===== config.mk =====
export PLATFORM = sky130hd
export DESIGN_NAME = serial_frame_ctrl
export DESIGN_NICKNAME = d
export VERILOG_FILES = /design/src/rtl/serial_frame_ctrl.sv
export SDC_FILE = /design/constraint.sdc
export NUM_CORES = 1
export LEC_CHECK = 0
export ABC_AREA = 1
export BUFFER_PORTS_ARGS = -buffer_cell sky130_fd_sc_hd__clkbuf_2
export CAP_MARGIN = 10
export CORE_UTILIZATION = 55
export DETAILED_ROUTE_END_ITERATION = 10
export GPL_TIMING_DRIVEN = 1
export PLACE_DENSITY = 0.79
export RECOVER_POWER = 50
export SYNTH_ARGS = -nofsm -noshare
export SYNTH_HDL_FRONTEND = slang
export SYNTH_SLANG_ARGS = --single-unit

===== constraint.sdc =====
create_clock -name clk -period 3.5 [get_ports clk]
set_clock_uncertainty 0.05 [all_clocks]
set_input_delay 0.875 -clock clk [delete_from_list [all_inputs] [get_ports clk]]
set_output_delay 0.875 -clock clk [all_outputs]
set_load 0.01 [all_outputs]

===== src/rtl/serial_frame_ctrl.sv =====
// serial_frame_ctrl: serialises a WIDTH-bit frame MSB first into an external serial unit and collects WIDTH response bits
//   clk, reset (async, active-high) | in_valid/in_ready/data_in: frame request handshake
//   ser_in/ser_out: bit to/from the serial unit (LAT cycles apart) | result/done: response frame and its one-cycle pulse
//   busy: frame in flight | parity (only with SERIAL_FRAME_PARITY_EN): XOR of result, updated with result
module serial_frame_ctrl #(
  parameter int WIDTH = 8,
  parameter int LAT = 0
) (
  input  logic             clk,
  input  logic             reset,
  input  logic             in_valid,
  output logic             in_ready,
  input  logic [WIDTH-1:0] data_in,
  output logic             ser_in,
  input  logic             ser_out,
  output logic [WIDTH-1:0] result,
  output logic             done,
  output logic             busy
`ifdef SERIAL_FRAME_PARITY_EN
  ,
  output logic             parity
`endif
);
  localparam int CW = $clog2(WIDTH + LAT + 1);
  typedef enum logic [1:0] {IDLE, RUN, DONE} state_t;
  state_t state, nxt;
  logic [CW-1:0] cnt;
  logic [WIDTH-1:0] frame, cap, shifted;
  logic last, cap_en;
  assign shifted = {cap[WIDTH-2:0], ser_out};
  assign last = cnt == CW'(WIDTH + LAT - 1);
  // capture starts once the first returned bit has come back through the unit's latency
  assign cap_en = (cnt + CW'(1)) > CW'(LAT);
  always_ff @(posedge clk or posedge reset)
    if (reset) state <= IDLE;
    else state <= nxt;
  always_comb begin
    nxt = state;
    in_ready = state == IDLE;
    busy = state == RUN;
    done = state == DONE;
    // the latched frame shifts left with zero fill, so its MSB is the next bit and reads 0 while draining
    ser_in = busy & frame[WIDTH-1];
    nxt = state == IDLE ? (in_valid ? RUN : IDLE) : state == RUN ? (last ? DONE : RUN) : IDLE;
  end
  always_ff @(posedge clk or posedge reset)
    if (reset) begin
      cnt <= '0;
      frame <= '0;
      cap <= '0;
      result <= '0;
`ifdef SERIAL_FRAME_PARITY_EN
      parity <= 1'b0;
`endif
    end else if (state == IDLE && in_valid) begin
      cnt <= '0;
      frame <= data_in;
      cap <= '0;
    end else if (state == RUN) begin
      frame <= frame << 1;
      if (!last) cnt <= cnt + CW'(1);
      if (cap_en) cap <= shifted;
      if (last) result <= shifted;
`ifdef SERIAL_FRAME_PARITY_EN
      if (last) parity <= ^shifted;
`endif
    end
endmodule

==> flow_results.org, run 1 <==
** Timing
- Slew Limit Fails :: 0
- For the pin with the worst max-slew slack, the measured transition is 1.09 ns.
- Relative max-transition margin :: 0.275
- Final hold vios :: 0
- Timing would allow up to 449 MHz.
- For the final routed database, the setup TNS stands at 0 ns.
- Post-route clock period utilization :: 0.637
- Setup repair after global routing left no endpoint under its margin.
- Final setup violating endpoints :: 0
- Time the worst path needs with I/O delays and setup :: 2.23 ns
- Hold timing on the final database bottoms out at a slack of 0.416 ns.

** Final layout
- Of the cells placed in the final design, the portion with a size suffix greater than 1 is 0.249.
- Post-synthesis to final-layout area growth :: 13.0%
- For this run, the post-layout net count is 194.
- Number of diodes added for antenna fixing :: 0

** Die
- After floorplanning, the core was sized to cover 0.00225 sq mm.
- Die area :: 0.00264 sq mm
- The initial utilization of the core area, before any placement, comes to 0.595.
- Count of standard-cell rows :: 17
- Die Wd :: 51.4 microns
- The floorplan step set the die height to 51.4 microns.
- I/O pins :: 24

** Clocking
- H-tree Lvls :: 2
- TritonCTS clock tree :: yes
- Clock latency on the worst-skew pair, taken at its later pin, is 0.32 ns.
- Number of resized instances in the post-cts repair step :: 0
- The number of setup buffers added after CTS is 0.
- Clock input transition at the sequential cells of the worst setup and hold paths :: 0.10 ns
- The clock passes through at most 2 buffers.
- Number of buffers inserted for hold repair after clock tree synthesis :: 0
- CTS saw 29 sinks.
- TritonCTS created 5 clock buffers.
- In this run the clock root is driven by a sky130_fd_sc_hd__clkbuf_4.

** Logic synthesis
- Fraction of the yosys area taken by sequential cells :: 0.541
- Synth top area share :: 0.541
- Count of synthesis-stage warnings from yosys :: 0
- Cell types with the largest area share after synthesis :: sky130_fd_sc_hd__dfrtp_1 (54%), sky130_fd_sc_hd__nand2_1 (13%), sky130_fd_sc_hd__nand3_1 (7.5%)
- Number of distinct library cells after synthesis :: 21
- The average instance in the mapped netlist occupies 8.72 sq um.
- In the post-synthesis netlist, the cell with the most instances is sky130_fd_sc_hd__nand2_1.
- Counting instances in the post-synthesis netlist gives the leading cell types as sky130_fd_sc_hd__nand2_1 (46), sky130_fd_sc_hd__dfrtp_1 (29), sky130_fd_sc_hd__nand3_1 (20).
- In this run, synthesis inferred 0 flip-flops with an integrated enable.
- Biggest area consumer among synthesized cells :: sky130_fd_sc_hd__dfrtp_1
- Flip-flop and latch count after synthesis :: 29
- Counting flops with an async set or reset pin after synthesis yields a share of 1.00.
- Synthesized Nets :: 168
- The synthesized netlist occupies a cell area of 0.00134 sq mm.
- Post-Syn Instances :: 154
- Most used flip-flop cell after synthesis :: sky130_fd_sc_hd__dfrtp_1

** Pwr
- Switching share of total power :: 0.421
- LEAKAGE :: 0.817 nW
- Internal power :: 0.000796 W
- The worst-case IR drop observed on VDD is 0.505 mV.
- Power spread over the standard cell area amounts to 906 mW/mm^2.
- Power spent charging and discharging nets :: 0.000578 W
- The share of total power dissipated in sequential elements is 0.412.
- Of the total power, the clock network draws 0.171.
- Total Power :: 0.00137 W
- The share of total power dissipated in combinational logic is 0.417.

** Global route
- First-pass GRT wire length :: 4.33 mm
- Global router's overall resource usage :: 0.228
- Summed over all layers, the global routing overflow is 0.
- Entering global routing, the biggest net connects 30 pins.
- The via count of the first global-routing pass is 1045.
- Antenna violations before repair :: 0

** Job
- The tool flagged a number of max-cap violations equal to 0.

** Setup path
- Data arrival time at the worst-slack endpoint :: 1.30 ns
- Worst Reg2Reg Path Length in Cells :: 6
- In this run the worst path has a maximum fanout of 11.
- At the worst endpoint, the required time is 2.57 ns.
- STA classifies the critical path startpoint as a register.
- Type of the setup path with the least slack :: reg2out
- STA classifies the critical path endpoint as an output pin.

** Place
- Routability-driven placement finished with a final weighted congestion of 0.818.
- Detailed placement finished with a half-perimeter wire length of 1.83 mm.
- Port Buf Inserts :: 23

** Routing
- The detailed router placed 1085 vias in this run.
- For this block, the initial DRC count from the detailed router was 32.
- The pre-antenna-repair detailed-routing pass consisted of 4 iterations.
- Remaining routing DRC violations :: 0
- In the final routed layout, each cell accounts on average for 12.5 microns.
- Summed over all layers, the routed wires come to 2.62 mm.
- Residual antenna-violating net count after detailed routing :: 0
- DR vias/cell :: 5.19

** Hold path
- The path class of the tightest hold or removal check is in2async.

** Status
- The run finished with clean final reports.
[placed cells by master (no fill, tap or decap), types with 3 or more instances in the layout]
cell                        n
sky130_fd_sc_hd__clkbuf_4   5
sky130_fd_sc_hd__dfrtp_1   29
sky130_fd_sc_hd__nor2_1    10
sky130_fd_sc_hd__o21ai_1    7
sky130_fd_sc_hd__nand2_2    4
sky130_fd_sc_hd__nor2_2     3
sky130_fd_sc_hd__clkbuf_2  23
sky130_fd_sc_hd__inv_1     14
sky130_fd_sc_hd__nand3_1   20
sky130_fd_sc_hd__nand2_1   48
[power by group through the flow]
stage	registers, W	logic [W]	clock network [W]
after floorplan	0.000570	0.000447	0
after global placement	0.000564	0.000559	0
after detailed placement	0.000572	0.000580	0
after CTS	0.000566	0.000583	0.000237
after global routing	0.000579	0.000654	0.000248
final	0.000566	0.000574	0.000235
[critical path, stage by stage, from the launching register on]
cell                       delay [ns]
sky130_fd_sc_hd__dfrtp_1         0.40
sky130_fd_sc_hd__inv_1           0.11
sky130_fd_sc_hd__nand2_4         0.11
sky130_fd_sc_hd__inv_2           0.19
sky130_fd_sc_hd__clkbuf_2        0.17
[per-layer routing]
metal / track usage / share of wire / vias to the layer above
met5: 0 / 0 / -
met4: 0.0946 / 0.017 / 0
met3: 0.0625 / 0.033 / 7
met2: 0.377 / 0.49 / 23
met1: 0.279 / 0.46 / 515
li1: - / - / 540
[cells by family after synthesis]
group	count (synthesis)	synth area share
simple gates	88	0.294
flops	29	0.541
buf+inv	22	0.0820
compound gates	13	0.0652
fa+ha+maj	2	0.0186
[registers in the layout, summed over array words and instances (netlist names)]
name,cells
cnt,4
cap,7
frame,8
result,8
state,2
[final cells by class]
cell class	count	area [sq um]
inverters	17	65.1
clock buffers	7	65.1
flip-flops and latches	29	726
multi-input cells	103	502
clock inverters	1	5.00
well taps	28	35.0
fillers	199	738
repair buffers	24	119
[worst paths after layout]
check | from | endpoint | slack (ns)
max | state[1]$_DFF_PP0_ | busy | 1.27
min | reset | result[0]$_DFFE_PP0P_ | 0.42
max reg2reg | state[0]$_DFF_PP0_ | cap[3]$_DFFE_PP0P_ | 1.54
min reg2reg | cap[3]$_DFFE_PP0P_ | cap[3]$_DFFE_PP0P_ | 0.44
max in group asynchronous | reset | cap[4]$_DFFE_PP0P_ | 1.68
min in group clk | cap[3]$_DFFE_PP0P_ | cap[3]$_DFFE_PP0P_ | 0.44
[through the flow]
stage / instance area (sq um) / instances / utilization / setup WS [ns]
floorplan: 1340 / 154 / - / 1.76
global placement: 1450 / 200 / 0.643 / 1.60
detailed placement: 1450 / 200 / 0.643 / 1.54
CTS: 1520 / 208 / 0.674 / 1.26
global route: 1520 / 209 / 0.673 / 1.20
finish: 1520 / 209 / 0.673 / 1.27
Note: power is estimated with default switching activity, not from simulation.
==> run 2: changes to the inputs <==
CORE_UTILIZATION = 49   (was 55)
PLACE_DENSITY = 0.74   (was 0.79)
clock period = 1.9 ns   (was 3.5 ns; I/O delays follow)
==> flow_results.org, run 2 (synthesis results as in run 1) <==
** Status
- Status :: finished, final reports clean (unchanged)

** Timing
- Aggregate negative setup slack :: 0 ns (unchanged)
- Final setup violating endpoints :: 0 (unchanged)
- Relative max-transition margin :: 0.530 (was 0.275)
- Final hold vios :: 0 (unchanged)
- Setup repair after global routing missed its margin :: no (unchanged)
- The count of pins over their slew limit came to 0 (unchanged).
- Maximum clock rate :: 566 MHz
- Post-route clock period utilization :: 0.930
- The slew at the pin closest to its max-slew limit came to 0.705 ns (was 1.09 ns).
- The worst path needs 1.77 ns of the cycle, external delays included.

** Setup path
- The category of the critical setup timing path is reg2out (unchanged).
- Sort of element at the start of the critical path :: register (unchanged)
- The maximum fanout encountered on the critical timing path came to 11 (unchanged).
- Worst endpoint required time :: 1.37 ns (was 2.57 ns)
- The sort of element at the end of the critical path is an output pin (unchanged).
- The data arrival time of the critical path is 1.24 ns (was 1.30 ns).

** Die
- Core ar. :: 0.00252 sq mm (was 0.00225 sq mm)
- I/O pins :: 24 (unchanged)
- The die width was 54.3 microns (was 51.4 microns).
- The full die area is 0.00295 sq mm (was 0.00264 sq mm).
- The initial core utilization came to 0.532 (was 0.595).
- The height of the die was 54.3 microns (was 51.4 microns).
- Count of standard-cell rows :: 18 (was 17)

** Global route
- Leftover overflow at the end of global routing :: 0 (unchanged)
- Largest net degree at the start of global routing :: 30 (unchanged)
- Via count of the first global-routing pass :: 1058 (was 1045)
- The global-route usage over all layers is 0.218 (was 0.228).
- The wire length of the first global-routing pass is 4.37 mm (was 4.33 mm).
- Antenna violations before repair :: 0 (unchanged)

** Routing
- The number of DRC violations after detailed routing was 0 (unchanged).
- Total number of vias :: 1086 (was 1085)
- Length of the first detailed-routing pass in iterations :: 5 (was 4)
- Mean routed wirelength per cell :: 12.4 microns (was 12.5 microns)
- The violation count after the first detailed-routing iteration came to 8 (was 32).
- The wire length reported by the detailed router was 2.61 mm (was 2.62 mm).
- The number of nets with antenna violations after detailed routing is 0 (unchanged).
- The via count normalized by instance count was 5.15 (was 5.19).

** Final layout
- The final net count is 194 (unchanged).
- The final instance count without filler cells came to 211 (was 209).
- The most common library cell in the layout ignoring fill and taps is sky130_fd_sc_hd__nand2_1 (unchanged).
- Largest regs :: frame: 8 flops, result: 8 flops, cap: 7 flops (unchanged)
- Sequential cell area :: 726 sq um (unchanged)
- Layout cells sized above 1 :: 0.243 (was 0.249)
- The filler cell count in the final layout was 231 (was 199).
- Most frequent cells in the layout: sky130_fd_sc_hd__nand2_1 (48), sky130_fd_sc_hd__dfrtp_1 (29), sky130_fd_sc_hd__clkbuf_2 (24), sky130_fd_sc_hd__nand3_1 (20), sky130_fd_sc_hd__inv_1 (14) (was sky130_fd_sc_hd__nand2_1 (48), sky130_fd_sc_hd__dfrtp_1 (29), sky130_fd_sc_hd__clkbuf_2 (23), sky130_fd_sc_hd__nand3_1 (20), sky130_fd_sc_hd__inv_1 (14)).
- Number of diodes added for antenna fixing :: 0 (unchanged)
- Combined area of the multi-input logic cells :: 499 sq um (was 502 sq um)
- Post-synthesis to final-layout area growth :: 11.9% (was 13.0%)

** Clocking
- TritonCTS clock tree :: yes (unchanged)
- Number of sinks driven by the clock tree :: 29 (unchanged)
- Clock input transition at the sequential cells of the worst setup and hold paths :: 0.09 ns (was 0.10 ns)
- Clock Tree Root :: sky130_fd_sc_hd__clkbuf_4 (unchanged)
- CTS Buffer Depth :: 2 (unchanged)
- The total number of H-tree levels was 2 (unchanged).
- Latest clock arrival within the worst-skew pair :: 0.32 ns (about the same)
- The post-CTS repair timing setup buffer count was 0 (unchanged).
- The cts-stage hold buffer count was 0 (unchanged).
- Number of clock buffers inserted by TritonCTS :: 5 (unchanged)

** Pwr
- LEAKAGE :: 0.817 nW (about the same)
- The largest voltage drop on the vdd net came to 1.16 mV (was 0.505 mV).
- The power density over the cells came to 1640 mW/mm^2 (was 906 mW/mm^2).

** Hold path
- Classification of the worst-slack hold path :: in2async (unchanged)

** Place
- Port Buf Inserts :: 23 (unchanged)
- HPWL reported at the end of detailed placement :: 1.85 mm (was 1.83 mm)
- Cells after DPL :: 203 (was 200)
- Final weighted congestion in routability-driven placement :: 0.854 (was 0.818)

** Job
- The total of max-cap violations came to 0 (unchanged).
[run 2: changes by cell type in the layout (fill, tap and decap cells not counted), sizes merged]
cell	change
clkinv	+1
inv	+1
clkinvlp	-1
clkbuf	-1
[run 2: what timing repair did]
item | CTS | global route
endpoints found under the setup margin | 0 | 1
hold endpoints to repair | 0 | 0
gates resized for setup | 0 | 1
[run 2: metal layers]
metal / routed length (microns) / global-route usage / up-vias
li1: - / - / 540
met1: 1110 / 0.251 / 506
met2: 1280 / 0.352 / 33
met3: 155 / 0.0750 / 7
met4: 63 / 0.124 / 0
met5: 0 / 0 / -
[run 2: critical path, cell delays in order (launching register included)]
cell and delay [ns]:
sky130_fd_sc_hd__dfrtp_1 0.39, sky130_fd_sc_hd__inv_1 0.11, sky130_fd_sc_hd__nand2_4 0.12, sky130_fd_sc_hd__inv_4 0.14, sky130_fd_sc_hd__clkbuf_2 0.15
[run 2: report_power, final]
group | leakage (nW) | switching (W) | internal (W)
registers | 0.370 | 0.000160 | 0.000875
clock network | 0.0320 | 0.000213 | 0.000141
logic | 0.416 | 0.000688 | 0.000381
[run 2: worst paths after layout]
path	from	endpoint	slack (ns)	cells after the start
setup / recovery	state[1]$_DFF_PP0_	busy	0.13	4
hold / removal	reset	result[5]$_DFFE_PP0P_	0.26	3
setup reg to reg	state[0]$_DFF_PP0_	cap[4]$_DFFE_PP0P_	0.24	6
hold reg to reg	cap[1]$_DFFE_PP0P_	cap[1]$_DFFE_PP0P_	0.43	2
max in group asynchronous	reset	frame[1]$_DFFE_PP0P_	1.09	3
min in group clk	data_in[0]	frame[0]$_DFFE_PP0P_	0.30	3
[run 2: stage by stage]
step	worst slack, ns	hold slack (ns)	util	instance area, sq um	power [W]
6_report	0.133	0.264	0.596	1500	0.00246
5_1_grt	0.0611	0.298	0.596	1500	0.00268
4_1_cts	0.0410	0.136	0.599	1510	0.00249
3_5_place_dp	0.357	0.410	0.578	1460	0.00212
3_3_place_gp	0.421	0.408	0.578	1460	0.00207
2_1_floorplan	0.519	0.392	-	1340	0.00187
[run 2: cell type report]
class	instances	share of cell area
clock buffer	6	0.0275
clock inverter	2	0.00666
inverter	17	0.0458
multi-input combinational	103	0.332
sequential	29	0.483
tap	30	0.0250
timing repair buffer	24	0.0799
